File: src/rtl/bbm_deadtime_gen.sv
// Break-before-make dead-time generator: one PWM level in, non-overlapping
// high/low gate enables out. Optional minimum on-time hold: BBM_MIN_ON_EN.
module bbm_deadtime_gen #(
  parameter int DT_W     = 6,
  parameter int SENSE_TO = 16,
  parameter int MIN_ON   = 4
) (
  input  logic            CELCLK,
  input  logic            CELRST,
  input  logic            CELV,
  input  logic            CELG,
  input  logic            SUB,
  input  logic            en,
  input  logic            pwm_in,
  input  logic [DT_W-1:0] dt_hs,
  input  logic [DT_W-1:0] dt_ls,
  input  logic            hs_sense,
  input  logic            ls_sense,
  output logic            hs_on,
  output logic            ls_on,
  output logic            fault,
  output logic            busy
);

  localparam int ST_W = $clog2(SENSE_TO + 1);

  typedef enum logic [2:0] {
    S_OFF, S_DT_HS, S_HS_ON, S_DT_LS, S_LS_ON, S_FAULT
  } state_t;

  state_t          state, state_n;
  logic [DT_W-1:0] cnt, cnt_n;
  logic [ST_W-1:0] stm, stm_n;
  logic            hold_busy;

  logic unused_pins;
  assign unused_pins = CELV ^ CELG ^ SUB;

  // Counter holds remaining dead cycles minus one, so the turn-on decision
  // lands exactly N edges after entry when it reads zero.
  function automatic logic [DT_W-1:0] load_val(input logic [DT_W-1:0] dt);
    return (dt == '0) ? '0 : dt - DT_W'(1);
  endfunction

`ifdef BBM_MIN_ON_EN
  localparam int MO_W = (MIN_ON > 1) ? $clog2(MIN_ON) : 1;
  logic [MO_W-1:0] hold;

  always_ff @(posedge CELCLK) begin
    if (CELRST) begin
      hold <= '0;
    end else if ((state_n == S_HS_ON || state_n == S_LS_ON) && state_n != state) begin
      hold <= MO_W'(MIN_ON - 1);
    end else if (hold != '0) begin
      hold <= hold - MO_W'(1);
    end
  end

  assign hold_busy = (hold != '0);
`else
  localparam int unused_min_on = MIN_ON;
  assign hold_busy = 1'b0;
`endif

  always_comb begin
    state_n = state;
    cnt_n   = cnt;
    stm_n   = stm;
    case (state)
      S_OFF: begin
        stm_n = '0;
        if (pwm_in) begin
          state_n = S_DT_HS;
          cnt_n   = load_val(dt_hs);
        end else begin
          state_n = S_DT_LS;
          cnt_n   = load_val(dt_ls);
        end
      end
      S_DT_HS: begin
        if (!pwm_in) begin
          state_n = S_DT_LS;
          cnt_n   = load_val(dt_ls);
          stm_n   = '0;
        end else if (cnt != '0) begin
          cnt_n = cnt - DT_W'(1);
        end else if (!ls_sense) begin
          state_n = S_HS_ON;
        end else if (stm == ST_W'(SENSE_TO)) begin
          state_n = S_FAULT;
        end else begin
          stm_n = stm + ST_W'(1);
        end
      end
      S_DT_LS: begin
        if (pwm_in) begin
          state_n = S_DT_HS;
          cnt_n   = load_val(dt_hs);
          stm_n   = '0;
        end else if (cnt != '0) begin
          cnt_n = cnt - DT_W'(1);
        end else if (!hs_sense) begin
          state_n = S_LS_ON;
        end else if (stm == ST_W'(SENSE_TO)) begin
          state_n = S_FAULT;
        end else begin
          stm_n = stm + ST_W'(1);
        end
      end
      S_HS_ON: begin
        if (!hold_busy && !pwm_in) begin
          state_n = S_DT_LS;
          cnt_n   = load_val(dt_ls);
          stm_n   = '0;
        end
      end
      S_LS_ON: begin
        if (!hold_busy && pwm_in) begin
          state_n = S_DT_HS;
          cnt_n   = load_val(dt_hs);
          stm_n   = '0;
        end
      end
      S_FAULT: state_n = S_FAULT;
      default: state_n = S_OFF;
    endcase
    // Disable wins over everything, including the hold and a latched fault.
    if (!en) state_n = S_OFF;
  end

  always_ff @(posedge CELCLK) begin
    if (CELRST) begin
      state <= S_OFF;
      cnt   <= '0;
      stm   <= '0;
      hs_on <= 1'b0;
      ls_on <= 1'b0;
      fault <= 1'b0;
      busy  <= 1'b0;
    end else begin
      state <= state_n;
      cnt   <= cnt_n;
      stm   <= stm_n;
      hs_on <= (state_n == S_HS_ON);
      ls_on <= (state_n == S_LS_ON);
      fault <= (state_n == S_FAULT);
      busy  <= (state_n == S_DT_HS) || (state_n == S_DT_LS);
    end
  end

endmodule

File: config.mk
export PLATFORM = sky130hd
export DESIGN_NAME = bbm_deadtime_gen
export DESIGN_NICKNAME = d
export VERILOG_FILES = /design/src/rtl/bbm_deadtime_gen.sv
export SDC_FILE = /design/constraint.sdc
export NUM_CORES = 1
export LEC_CHECK = 0
export ABC_AREA = 1
export CAP_MARGIN = 0
export CORE_UTILIZATION = 55
export CTS_BUF_LIST = sky130_fd_sc_hd__clkbuf_8
export DETAILED_ROUTE_END_ITERATION = 10
export GPL_TIMING_DRIVEN = 0
export PLACE_DENSITY = 0.82
export SKIP_LAST_GASP = 1
export SLEW_MARGIN = 0
export SYNTH_ARGS = -nofsm -noshare
export SYNTH_HDL_FRONTEND = slang
export SYNTH_SLANG_ARGS = --single-unit
export TNS_END_PERCENT = 20
File: constraint.sdc
create_clock -name CELCLK -period 2.3 [get_ports CELCLK]
set_input_delay 0.46 -clock CELCLK [delete_from_list [all_inputs] [get_ports CELCLK]]
set_output_delay 0.46 -clock CELCLK [all_outputs]
set_load 0.01 [all_outputs]
==> summary.txt, run 1 <==
Outcome
  • Status: complete, no violations

Floorplan
  • # IOs: 25
  • Die ar.: 3094 um2
  • Chip Height: 55.63 um
  • Initial core utilization: 57.85%
  • Chip width: 55.63 um
  • Area of the core: 2734 um2
  • Cell Rows: 19

Worst setup path
  • Setup crit start kind: input pin
  • Worst reg2reg setup slack: 0.62 ns
  • Worst-path cell chain: clkdlybuf4s50_1 -> nand2_1 -> nand2_1 -> nand2_1 -> inv_2 -> nand2_2 -> nor2_4 -> inv_2 -> o21ai_1 -> a21oi_1
  • RR Startpoint: cnt[0]
  • CP max stage cell: clkdlybuf4s50_1
  • Worst Path Required: 2.44 ns
  • Worst r2r path cells: 11
  • Worst setup EP type: flop
  • Reg2reg end: fault
  • Most used cell, CP: nand2_1
  • Critical path peak fanout: 10
  • CP arrival: 2.13 ns
  • Crit path largest cell delay: 0.61 ns
  • CP Class: input pin to flop

Detailed routing
  • Drt initial violations: 84
  • Via count: 1,684
  • WL final: 3614 um
  • First drt pass iteration count: 5
  • Mean routed wirelength per cell: 11.51 um
  • Met3 wire len: 134 um
  • Number of remaining DRC errors: 0
  • DR vias/cell: 5.363
  • M1 wire length: 1804 um
  • Met2 Routed Length: 1656 um
  • Post-detailed-route count of antenna-violating nets: 0
  • Highest routed layer: met4

Clocking
  • H-tree depth: 1
  • Maximum clock path buffer count: 2
  • Hold-fix buffer count after cts: 0
  • Clock transition at path regs: 0.07 ns
  • CTS Root Cell: clkbuf_8
  • CTS buffer count: 3
  • Worst skew pair latency: 0.25 ns
  • Postcts setup bufs: 0
  • PostCTS Resize Cnt: 0
  • TritonCTS clock tree: yes
  • CTS sink count: 18

Hold path
  • Hold/Removal Path Class: flop to flop
  • HP Start: stm[1]
  • Hold Path Depth: 2
  • Hold Path End: stm[1]

Placed design
  • Buffers on Ports: 21
  • GPL Wtd Cong: 0.8890
  • Detail Placement HPWL: 2818 um

Synthesis
  • Synth cell types: 27
  • Syn Area/Cell: 6.130 um2
  • Seq/Total Area, Yosys: 22.78%
  • Net Count, Synth: 287
  • Seq cells post-synth: 18
  • Synth Warn #: 0
  • Synth Cell Area: 1582 um2
  • Cells after Synth: 258

Pwr
  • Cell Pwr Density: 483.2 nW/um2
  • Pwr Total: 0.9111 mW
  • Leak: 0.9278 nW
  • Peak supply drop: 0.6570 mV

STA
  • Final hold viol count: 0
  • TNS Setup: 0 ns
  • Setup Skew: 0.0007424 ns
  • Max-slew violations: 0
  • Setup violations, final: 0
  • Worst Tran Pin Value: 0.3418 ns
  • Final period util: 86.55%
  • Highest clock rate: 502.4 MHz
  • Worst slew margin: 77.04%
  • Crit path time final: 1.991 ns
  • Unrepaired setup endpoints after global routing: no

Global route
  • All-Layer GR Usage: 25.32%
  • Largest net degree at the start of global routing: 11
  • GRT overflow: 0
  • First-pass GRT wire length: 6451 um
  • Vias in the first global route: 1,554
  • Antenna violations before repair: 0

Final layout
  • Final Util: 68.97%
  • Layout area overhead: 19.22%
  • Commonest non-fill, non-tap cells in the layout: nand2_1 (57), nor2_1 (35), inv_1 (32)
  • Share of cells above drive strength 1: 11.31%
  • Antenna Cells: 0
  • Commonest non-fill, non-tap cell in the layout: nand2_1
  • Layout Nets: 313

Job
  • Max Cap Viol: 0
## metal layers
layer / GRT usage (%) / vias up
met1: 34.35 / 756
met5: 0 / -
met3: 4.186 / 2
met2: 42.00 / 37
met4: 6.071 / 0
li1: - / 889
## layout make-up
type                            instances  area [um2]
Buffer                                  2       10.01
Multi-Input combinational cell        197        1057
Tap cell                               31       38.79
Fill cell                             247       848.3
Timing Repair Buffer                   21       210.2
Inverter                               41       153.9
Sequential cell                        18       360.3
Clock buffer                            4       55.05
## cell usage after synthesis
cell	count	area, um2
nor2_8	1	20.02
nand4_1	13	81.33
a22oi_1	1	7.510
nand2_2	5	31.28
or2_2	1	6.260
nor2_1	35	131.4
a31oi_1	1	6.260
nand3_1	27	135.1
inv_2	9	33.78
o22ai_1	1	6.260
nor3_1	4	20.02
o211ai_1	3	22.52
a21oi_2	1	8.760
nor2_2	1	6.260
a21oi_1	9	45.04
ha_1	8	100.1
inv_1	32	120.1
buf_2	2	10.01
nand2_4	2	22.52
nand3_2	2	20.02
xnor2_1	1	8.760
nor2_4	4	45.04
dfxtp_1	18	360.4
xor2_1	5	43.79
nand2_1	57	214.0
o21ai_1	7	35.03
o21ai_0	8	40.04
## report_power, final
part | total, mW | internal, mW | switching (mW)
Combinational | 0.300 | 0.117 | 0.183
Sequential | 0.351 | 0.330 | 0.0211
Clock | 0.259 | 0.152 | 0.107
Total | 0.911 | 0.600 | 0.311
## logic make-up after synthesis
logic type                 count (synthesis)  synth area share [%]
DFF                                       18                 22.79
AOI/OAI and AO/OA                         31                 10.84
buffers and inverters                     43                 10.36
adders and majority gates                  8                 6.329
and+or+nand+nor                          152                 46.36
xor gates and xnor gates                   6                 3.323
## worst max path at each step
stage | startpoint | slack [ns] | to | depth (start not counted)
6_report | pwm_in | 0.31 | stm[3] | 10
5_1_grt | pwm_in | 0.17 | stm[3] | 10
4_1_cts | pwm_in | 0.34 | stm[3] | 10
3_5_place_dp | pwm_in | 0.06 | stm[3] | 10
3_3_place_gp | pwm_in | 0.1 | stm[3] | 10
2_1_floorplan | cnt[0] | 0.81 | stm[0] | 11
## state kept, by name, summed over array words and instances, names as in the netlist
signal,flops
cnt,6
state,3
busy,1
stm,5
fault,1
ls_on,1
hs_on,1
## worst max-delay path: cells and delay by family
family | cells | cell delay (ns)
AOI/OAI and AO/OA | 2 | 0.17
buffers and inverters | 3 | 0.90
and+or+nand+nor | 5 | 0.59
## per-stage QoR
step	area, um2	hold WS, ns	setup WS (ns)	cells
6_report	1886	0.5133	0.3094	314
5_1_grt	1886	0.5500	0.1747	314
4_1_cts	1886	0.5184	0.3377	314
3_5_place_dp	1831	0.5069	0.05590	310
3_3_place_gp	1831	0.4868	0.09984	310
2_1_floorplan	1582	0.4626	0.8068	258
No activity file was read; power rests on OpenSTA's default activity.
==> run 2, diff against run 1 <==
==> constraint.sdc (replaced) <==
create_clock -name CELCLK -period 1.9 [get_ports CELCLK]
set_input_delay 0.38 -clock CELCLK [delete_from_list [all_inputs] [get_ports CELCLK]]
set_output_delay 0.38 -clock CELCLK [all_outputs]
set_load 0.01 [all_outputs]
==> summary.txt, run 2 (synthesis gave the netlist of run 1 again) <==
Placed design
  • Setup slack at placement: -0.2641 ns (-0.3200 ns)
  • Buffers on Ports: 21 (unchanged)
  • Detail Placement HPWL: 2818 um (unchanged)
  • GPL Wtd Cong: 0.8890 (unchanged)

STA
  • Setup Skew: 0.0007143 ns (-0.00002809 ns)
  • Unrepaired setup endpoints after global routing: yes
  • Worst Tran Pin Value: 0.3419 ns (+0.00007153 ns)
  • Final setup margin: 0.1266 ns (-0.1828 ns)
  • Setup violations, final: 0 (unchanged)
  • Final hold viol count: 0 (unchanged)
  • Max-slew violations: 0 (unchanged)
  • Final period util: 93.34%
  • Crit path time final: 1.773 ns
  • TNS Setup: 0 ns (unchanged)
  • Highest clock rate: 563.9 MHz
  • Worst slew margin: 77.03% (about the same)

Global route
  • GRT overflow: 0 (unchanged)
  • First-pass GRT wire length: 6451 um (unchanged)
  • Largest net degree at the start of global routing: 11 (unchanged)
  • Vias in the first global route: 1,554 (unchanged)
  • Antenna violations before repair: 0 (unchanged)
  • All-Layer GR Usage: 25.32% (unchanged)

Pwr
  • Pint: 0.7258 mW (+21%)
  • Pwr Total: 1.103 mW (+21%)
  • Net Sw Frac: 34.18% (about the same)
  • Switching pwr: 0.3769 mW (+21%)
  • Gate power share: 33.0% (about the same)
  • Peak supply drop: 0.7952 mV (+21%)
  • Sequential Power Share: 38.6% (about the same)
  • Cell Pwr Density: 583.3 nW/um2 (+21%)
  • Clock Power Share: 28.5% (about the same)
  • Leak: 0.9378 nW (+1.1%)

Floorplan
  • # IOs: 25 (unchanged)
  • Cell Rows: 19 (unchanged)
  • Initial core utilization: 57.85% (unchanged)
  • Area of the core: 2734 um2 (unchanged)
  • Chip Height: 55.63 um (unchanged)
  • Die ar.: 3094 um2 (unchanged)
  • Chip width: 55.63 um (unchanged)

Worst setup path
  • Crit. Startpoint: dt_ls[0]
  • CP Class: input pin to flop
  • RR Startpoint: cnt[0]
  • Setup crit start kind: input pin
  • Worst setup EP type: flop
  • Critical path peak fanout: 7 (-3)
  • Worst Path Required: 2.09 ns (-0.35 ns)
  • CP arrival: 1.96 ns (-0.17 ns)

Clocking
  • Postcts setup bufs: 0 (unchanged)
  • Maximum clock path buffer count: 2 (unchanged)
  • CTS Root Cell: clkbuf_8
  • CTS sink count: 18 (unchanged)
  • CTS buffer count: 3 (unchanged)
  • H-tree depth: 1 (unchanged)
  • Clock transition at path regs: 0.07 ns (about the same)
  • Worst skew pair latency: 0.25 ns (about the same)
  • TritonCTS clock tree: yes

Detailed routing
  • Drt initial violations: 83 (-1.2%)
  • Via count: 1,680 (-0.24%)
  • WL final: 3593 um (-0.58%)
  • Post-detailed-route count of antenna-violating nets: 0 (unchanged)
  • Number of remaining DRC errors: 0 (unchanged)
  • First drt pass iteration count: 4 (-1)
  • Mean routed wirelength per cell: 11.44 um (-0.58%)
  • DR vias/cell: 5.350 (-0.24%)

Outcome
  • Status: complete, no violations

Final layout
  • Commonest non-fill, non-tap cell in the layout: nand2_1
  • Layout area overhead: 19.54%
  • Most flops, register: cnt
  • Antenna Cells: 0 (unchanged)
  • Share of cells above drive strength 1: 11.31% (unchanged)
  • Filler cell count: 249 (+0.81%)
  • Commonest non-fill, non-tap cells in the layout: nand2_1 (57), nor2_1 (35), inv_1 (32)
  • Largest register FFs: 6 (unchanged)
  • Top flop regs: cnt: 6 flops, stm: 5 flops, state: 3 flops
  • Layout Nets: 313 (unchanged)

Hold path
  • Hold/Removal Path Class: flop to flop
  • HP Start: stm[1]

Job
  • Max Cap Viol: 0 (unchanged)
-- run 2: layer usage --
layer  vias to the layer above  global-route usage (%)  part of all wire [%]  wire [um]
met3                         2                   4.186                   4.1        148
met2                        40                   42.00                    46       1654
met4                         0                   6.071                  0.50         18
met5                         -                       0                     0          0
li1                        885                       -                     -          -
met1                       753                   34.35                    49       1772
-- run 2: final timing paths --
kind                               end  slack (ns)  depth (start not counted)
worst max-delay path            cnt[3]        0.13                         10
worst min-delay path            stm[1]        0.51                          2
worst max register to register  stm[3]        0.24                         11
worst min register to register  stm[1]        0.51                          2
-- run 2: through the flow --
stage                     hold slack [ns]  utilization, %  instance area, um2  std cells
final                              0.5137           69.15                1891        314
after global routing               0.5500           69.15                1891        314
after CTS                          0.5184           68.97                1886        314
after detailed placement           0.5069           66.96                1831        310
after global placement             0.4868           66.96                1831        310
after floorplan                    0.4491               -                1582        258
-- run 2: area by class of cell --
| class | instances | area [um2] | area share [%] |
|---|---|---|---|
| flip-flops and latches | 18 | 360.3 | 19.06 |
| well taps | 31 | 38.79 | 2.052 |
| plain buffers | 2 | 10.01 | 0.5295 |
| inverters | 41 | 156.4 | 8.273 |
| clock buffers | 4 | 55.05 | 2.912 |
| multi-input cells | 197 | 1057 | 55.92 |
| repair buffers | 21 | 212.7 | 11.25 |
-- run 2: power by group through the flow --
stage	Combinational (mW)	Clock [mW]	Sequential, mW
6_report	0.364	0.314	0.425
5_1_grt	0.413	0.331	0.428
2_1_floorplan	0.259	0	0.428
3_3_place_gp	0.354	0	0.432
3_5_place_dp	0.361	0	0.433
4_1_cts	0.363	0.318	0.424
-- run 2: timing repair --
action | in CTS | in global routing
gates resized for setup | 0 | 2
hold buffers | 0 | 0
endpoints found under the setup margin | 0 | 8
-- run 2: worst max-delay path: stages --
cell             delay (ns)
clkdlybuf4s50_1        0.47
inv_1                  0.07
ha_1                   0.19
nand3_1                0.20
o21ai_0                0.13
a21oi_1                0.19
nand2_1                0.08
o211ai_1               0.09
nor2_1                 0.06
nor2_1                 0.10
